**src/rtl/oam_dma_arbiter_if.sv**
```systemverilog
// Byte-wide memory bus between a bus master and its target.
// Used for both the CPU side and the memory side of the DMA arbiter.
interface oam_dma_arbiter_if;
    logic [15:0] adr;
    logic [7:0]  dout;
    logic        ddrv;
    logic        read;
    logic        write;
    logic [7:0]  din;

    modport master (
        output adr, dout, ddrv, read, write,
        input  din
    );

    modport slave (
        input  adr, dout, ddrv, read, write,
        output din
    );
endinterface

```
**src/rtl/oam_dma_arbiter.sv**
```systemverilog
// Shares the external bus between the CPU and an OAM DMA engine.
// One byte per M-cycle: read at ph1, write at ph3; CPU locked out while busy.
module oam_dma_arbiter #(
    parameter logic [15:0] DMA_REG_ADR = 16'hFF46,
    parameter logic [15:0] DST_BASE    = 16'hFE00,
    parameter int unsigned LENGTH      = 160
) (
    input  logic              clk,
    input  logic              reset,
    oam_dma_arbiter_if.slave  cpu,
    oam_dma_arbiter_if.master mem,
    output logic              dma_busy
);
    typedef enum logic {IDLE, XFER} state_t;

    localparam logic [8:0] LAST = 9'(LENGTH - 1);

    state_t     st;
    state_t     st_nx;
    logic [1:0] ph;
    logic [7:0] src_hi;
    logic [7:0] idx;
    logic [7:0] idx_nx;
    logic [7:0] buf_q;
    logic       pending;
    logic       pending_nx;
    logic       reg_hit;
    logic       trig;
    logic       go;
    logic       last;

    assign reg_hit  = cpu.adr == DMA_REG_ADR;
    assign trig     = reg_hit && cpu.write;
    // A trigger on the ph3 edge counts as already pending, so restart wins.
    assign go       = (ph == 2'd3) && (pending || trig);
    assign last     = {1'b0, idx} == LAST;
    assign dma_busy = st == XFER;

    always_ff @(posedge clk or posedge reset) begin
        if (reset) begin
            st <= IDLE;
        end else begin
            st <= st_nx;
        end
    end

    always_ff @(posedge clk or posedge reset) begin
        if (reset) begin
            ph      <= 2'd0;
            src_hi  <= 8'h00;
            pending <= 1'b0;
            idx     <= 8'h00;
            buf_q   <= 8'h00;
        end else begin
            ph      <= ph + 2'd1;
            pending <= pending_nx;
            idx     <= idx_nx;
            if (trig) begin
                src_hi <= cpu.dout;
            end
            if (st == XFER && ph == 2'd1) begin
                buf_q <= mem.din;
            end
        end
    end

    always_comb begin
        st_nx      = st;
        idx_nx     = idx;
        pending_nx = pending || trig;
        if (go) begin
            st_nx      = XFER;
            idx_nx     = 8'h00;
            pending_nx = 1'b0;
        end else if (st == XFER && ph == 2'd3) begin
            if (last) begin
                st_nx = IDLE;
            end else begin
                idx_nx = idx + 8'd1;
            end
        end
    end

    always_comb begin
        mem.adr   = cpu.adr;
        mem.dout  = cpu.dout;
        mem.ddrv  = cpu.ddrv;
        mem.read  = cpu.read;
        mem.write = cpu.write;
        cpu.din   = mem.din;
        if (st == XFER) begin
            cpu.din   = reg_hit ? src_hi : 8'hFF;
            mem.dout  = buf_q;
            mem.ddrv  = 1'b0;
            mem.read  = 1'b0;
            mem.write = 1'b0;
            if (ph[1]) begin
                mem.adr   = DST_BASE + {8'h00, idx};
                mem.ddrv  = 1'b1;
                mem.write = ph[0];
            end else begin
                mem.adr  = {src_hi, idx};
                mem.read = ph[0];
            end
        end else if (reg_hit) begin
            cpu.din   = src_hi;
            mem.ddrv  = 1'b0;
            mem.read  = 1'b0;
            mem.write = 1'b0;
        end
    end
endmodule

```
**src/flat_wrapper.sv**
```systemverilog
// flat-port wrapper written by rule: the top's interface ports become plain ports
module oam_dma_arbiter_flat 
#(
    parameter logic [15:0] DMA_REG_ADR = 16'hFF46,
    parameter logic [15:0] DST_BASE    = 16'hFE00,
    parameter int unsigned LENGTH      = 160
)
  (clk, reset, dma_busy, cpu_adr, cpu_dout, cpu_ddrv, cpu_read, cpu_write, cpu_din, mem_adr, mem_dout, mem_ddrv, mem_read, mem_write, mem_din);
  oam_dma_arbiter_if cpu_i ();
  oam_dma_arbiter_if mem_i ();
  input  logic clk;
  input  logic reset;
  output logic dma_busy;
  input wire logic [$bits(cpu_i.adr)-1:0] cpu_adr;
  input wire logic [$bits(cpu_i.dout)-1:0] cpu_dout;
  input wire logic [$bits(cpu_i.ddrv)-1:0] cpu_ddrv;
  input wire logic [$bits(cpu_i.read)-1:0] cpu_read;
  input wire logic [$bits(cpu_i.write)-1:0] cpu_write;
  output wire logic [$bits(cpu_i.din)-1:0] cpu_din;
  output wire logic [$bits(mem_i.adr)-1:0] mem_adr;
  output wire logic [$bits(mem_i.dout)-1:0] mem_dout;
  output wire logic [$bits(mem_i.ddrv)-1:0] mem_ddrv;
  output wire logic [$bits(mem_i.read)-1:0] mem_read;
  output wire logic [$bits(mem_i.write)-1:0] mem_write;
  input wire logic [$bits(mem_i.din)-1:0] mem_din;
  assign cpu_i.adr = cpu_adr;
  assign cpu_i.dout = cpu_dout;
  assign cpu_i.ddrv = cpu_ddrv;
  assign cpu_i.read = cpu_read;
  assign cpu_i.write = cpu_write;
  assign cpu_din = cpu_i.din;
  assign mem_adr = mem_i.adr;
  assign mem_dout = mem_i.dout;
  assign mem_ddrv = mem_i.ddrv;
  assign mem_read = mem_i.read;
  assign mem_write = mem_i.write;
  assign mem_i.din = mem_din;
  oam_dma_arbiter #(.DMA_REG_ADR(DMA_REG_ADR), .DST_BASE(DST_BASE), .LENGTH(LENGTH)) u_core (.clk(clk), .reset(reset), .cpu(cpu_i), .mem(mem_i), .dma_busy(dma_busy));
endmodule
```
**config.mk**
```make
export PLATFORM = sky130hd
export DESIGN_NAME = oam_dma_arbiter_flat
export DESIGN_NICKNAME = d
export VERILOG_FILES = /design/src/rtl/oam_dma_arbiter_if.sv /design/src/rtl/oam_dma_arbiter.sv /design/src/flat_wrapper.sv
export SDC_FILE = /design/constraint.sdc
export NUM_CORES = 1
export LEC_CHECK = 0
export ABC_CLOCK_PERIOD_IN_PS = 2200
export CAP_MARGIN = 25
export CORE_ASPECT_RATIO = 1.75
export CORE_UTILIZATION = 30
export CTS_BUF_LIST = sky130_fd_sc_hd__clkbuf_8
export CTS_CLUSTER_SIZE = 25
export DETAILED_ROUTE_END_ITERATION = 10
export PLACE_DENSITY = 0.62
export RECOVER_POWER = 50
export SLEW_MARGIN = 30
export SYNTH_ARGS = -nofsm -noshare
export SYNTH_HDL_FRONTEND = slang
export SYNTH_SLANG_ARGS = --single-unit
export TNS_END_PERCENT = 100
```
**constraint.sdc**
```tcl
create_clock -name clk -period 2.2 [get_ports clk]
set_input_delay 0.44 -clock clk [delete_from_list [all_inputs] [get_ports clk]]
set_output_delay 0.44 -clock clk [all_outputs]
set_load 0.01 [all_outputs]
```
==> flow_summary.json <==
{
  "cts_sinks": 28,
  "ys_seq_elements": 28,
  "design_area_um2": 2850,
  "grt_pass1_wl_mm": 8.54,
  "layout.nets": 303,
  "die_height_um": 104,
  "p_leak_nw": 1.46,
  "fp.dieW_um": 60.3,
  "std_cell_rows": 36,
  "globalRouteTotalUtil_pct": 17.7,
  "antenna_cells": 0,
  "cap_violations": 0,
  "max-clock-path-buffers": 2,
  "total_power_mw": 1.06,
  "yosys_most_used_dff": "dfrtp_1",
  "globalRouteOverflowTotal": 0,
  "hold_viol_final": 0,
  "rsz0062_at_grt": "false",
  "post-route-min-period_ns": 2.16,
  "io_pins": 73,
  "skew_ns": 0.00548,
  "whs_path_depth": 1,
  "cp_common_cell": "buf_6",
  "worstPathArrival_ns": 1.72,
  "remaining_drc_errors": 0,
  "fin_util_pct": 50.6,
  "slew_headroom_pct": 37.1,
  "cp-end-kind": "output pin",
  "via_per_inst": 5.05,
  "grt_pass1_vias": 1751,
  "crit_chain": "dlygate4sd2_1 -> and4bb_2 -> buf_6 -> and4_4 -> buf_6 -> o21ai_1 -> buf_2",
  "synth_edf_count": 0,
  "multi_input_area_um2": 1030,
  "status": "finished, final reports clean",
  "layout.cells.most_common_list": "27 x dfrtp_1, 24 x mux2_2, 24 x clkdlybuf4s50_1",
  "antenna_found_initial": 0,
  "max-vdd-ir-drop_uv": 208,
  "postRouteAntennaNets": 0,
  "required_ns": 1.76,
  "max_stage_delay_ns": 0.35,
  "numCtsBuffers": 3,
  "cts-hold-fix-buffers": 0,
  "port-buffer-count": 72,
  "start_util_pct": 31.6,
  "gp_congestion": 0.792,
  "final_common_cell": "dfrtp_1",
  "maxSlewViolCount": 0,
  "netlist_instances": 169,
  "root_buffer": "clkbuf_8",
  "coreArea_um2": 5630,
  "routed_wl_mm": 5.50,
  "drt_iter0_drc": 77,
  "cpMaxStageDelayCell": "and4bb_2",
  "synth_area_per_cell_um2": 10.5,
  "layout-drive-gt1-share_pct": 32.4,
  "fillers": 515,
  "fmax_mhz": 463,
  "grt_max_degree": 29,
  "power.density_nw_per_um2": 374,
  "cts_tree": "built",
  "worst-setup-path-type": "primary input to output pin",
  "synthArstFlopShare_pct": 100,
  "seq_area_frac_synth_pct": 39.3,
  "hold_path.class": "flip-flop to flip-flop",
  "syn-num-nets": 209,
  "period_share_pct": 98.2,
  "clk_latency_ns": 0.28,
  "register_area_um2": 702,
  "dr.pass1.iters": 4,
  "die-area_um2": 6260,
  "netlist_area_um2": 1780,
  "setup_viol": 0,
  "tightestPinTransition_ns": 0.934,
  "placed_cell_area_um2": 2650,
  "whs_ns": 0.467,
  "path_max_fanout": 5,
  "timing.setup.tns_ns": 0,
  "place.detailed.hpwl_mm": 3.72,
  "synth_warnings": 0,
  "r2r_cells": 5,
  "htree_levels": 1,
  "syn_to_final_growth_pct": 59.8,
  "start_kind": "primary input",
  "routedWlPerCell_um": 16.3,
  "yosys.cell_types.count": 41,
  "vias": 1706,
  "cts.clk_slew.worst_paths_ns": 0.10
}
==> report_power, final <==
group | total, mW | internal [mW] | switching, mW
clock network | 0.414 | 0.244 | 0.170
registers | 0.526 | 0.522 | 0.00372
logic | 0.125 | 0.0784 | 0.0462
total | 1.06 | 0.844 | 0.220
==> stage by stage <==
stage,setup WS (ns),instances
final,0.0392,338
after global routing,0.000781,338
after CTS,0.00216,334
after detailed placement,-0.606,320
after global placement,-0.588,320
after floorplan,0.349,169
==> what timing repair did <==
action / 4_1_cts / 5_1_grt
gates cloned: 3 / 1
setup buffers: 8 / 4
gates resized for setup: 73 / 25
endpoints found under the hold margin: 0 / 0
endpoints found under the setup margin: 19 / 25
pin swaps: 5 / 4
==> layout make-up <==
cell class / count / area share (%)
inverter: 9 / 1.19
clock inverter: 1 / 1.05
sequential: 28 / 24.7
tap: 76 / 3.34
multi-input combinational: 126 / 36.4
timing repair buffer: 95 / 32.0
clock buffer: 3 / 1.45
==> sequential cells by signal (all words and copies together), names as in the netlist <==
register and count:
u_core.idx 8, u_core.dma_busy 1, u_core.pending 1, u_core.buf_q 8
u_core.src_hi 8, u_core.ph 2
==> final timing paths <==
check,to,start,slack (ns)
worst min-delay path,u_core.ph[0]$_DFF_PP0_,u_core.ph[0]$_DFF_PP0_,0.47
worst min register to register,u_core.ph[0]$_DFF_PP0_,u_core.ph[0]$_DFF_PP0_,0.47
worst max register to register,u_core.idx[5]$_DFFE_PP0P_,u_core.idx[0]$_DFFE_PP0P_,0.63
worst max-delay path,cpu_din[1],cpu_adr[4],0.04
max in group asynchronous,u_core.dma_busy$_DFFE_PP0P_,reset,0.89
min in group asynchronous,u_core.buf_q[4]$_DFFE_PP0P_,reset,0.80
==> critical path, delay by kind of cell <==
kind	cells	cell delay, ns
buffers and inverters	4	0.60
AOI/OAI and AO/OA	1	0.07
and+or+nand+nor	2	0.60
==> kinds of logic (layout without fill, tap and decap cells) <==
| group | Yosys count | after routing | share of synthesized area [%] |
|---|---|---|---|
| flip-flops | 28 | 28 | 39.3 |
| multiplexers | 33 | 33 | 22.5 |
| XOR/XNOR | 5 | 5 | 2.46 |
| AND/OR/NAND/NOR | 45 | 48 | 14.7 |
| AO/OA/AOI/OAI | 37 | 37 | 14.2 |
| adder cells (fa/ha/maj) | 3 | 3 | 2.11 |
| buffers and inverters | 18 | 108 | 4.78 |
==> synthesized netlist by cell type (3+ instances only) <==
| cell type | instances | area share [%] |
|---|---|---|
| nand2_1 | 12 | 2.5 |
| mux2_2 | 24 | 15 |
| o22a_1 | 4 | 2.0 |
| ha_1 | 3 | 2.1 |
| xor2_1 | 5 | 2.5 |
| dfrtp_1 | 28 | 39 |
| nor2_1 | 15 | 3.2 |
| o21ai_1 | 3 | 0.84 |
| mux2_4 | 8 | 6.7 |
| buf_2 | 5 | 1.4 |
| o21ai_0 | 7 | 2.0 |
| inv_1 | 9 | 1.9 |
| a21oi_1 | 11 | 3.1 |
==> routing by layer <==
| layer | wire (um) | vias up | global-route usage, % | share of wire [%] |
|---|---|---|---|---|
| li1 | - | 813 | - | - |
| met1 | 2130 | 829 | 19.8 | 39 |
| met2 | 2990 | 51 | 32.3 | 54 |
| met3 | 248 | 13 | 1.87 | 4.5 |
| met4 | 133 | 0 | 6.31 | 2.4 |
| met5 | 0 | - | 0 | 0 |
Power figures use the tool's default switching activity.
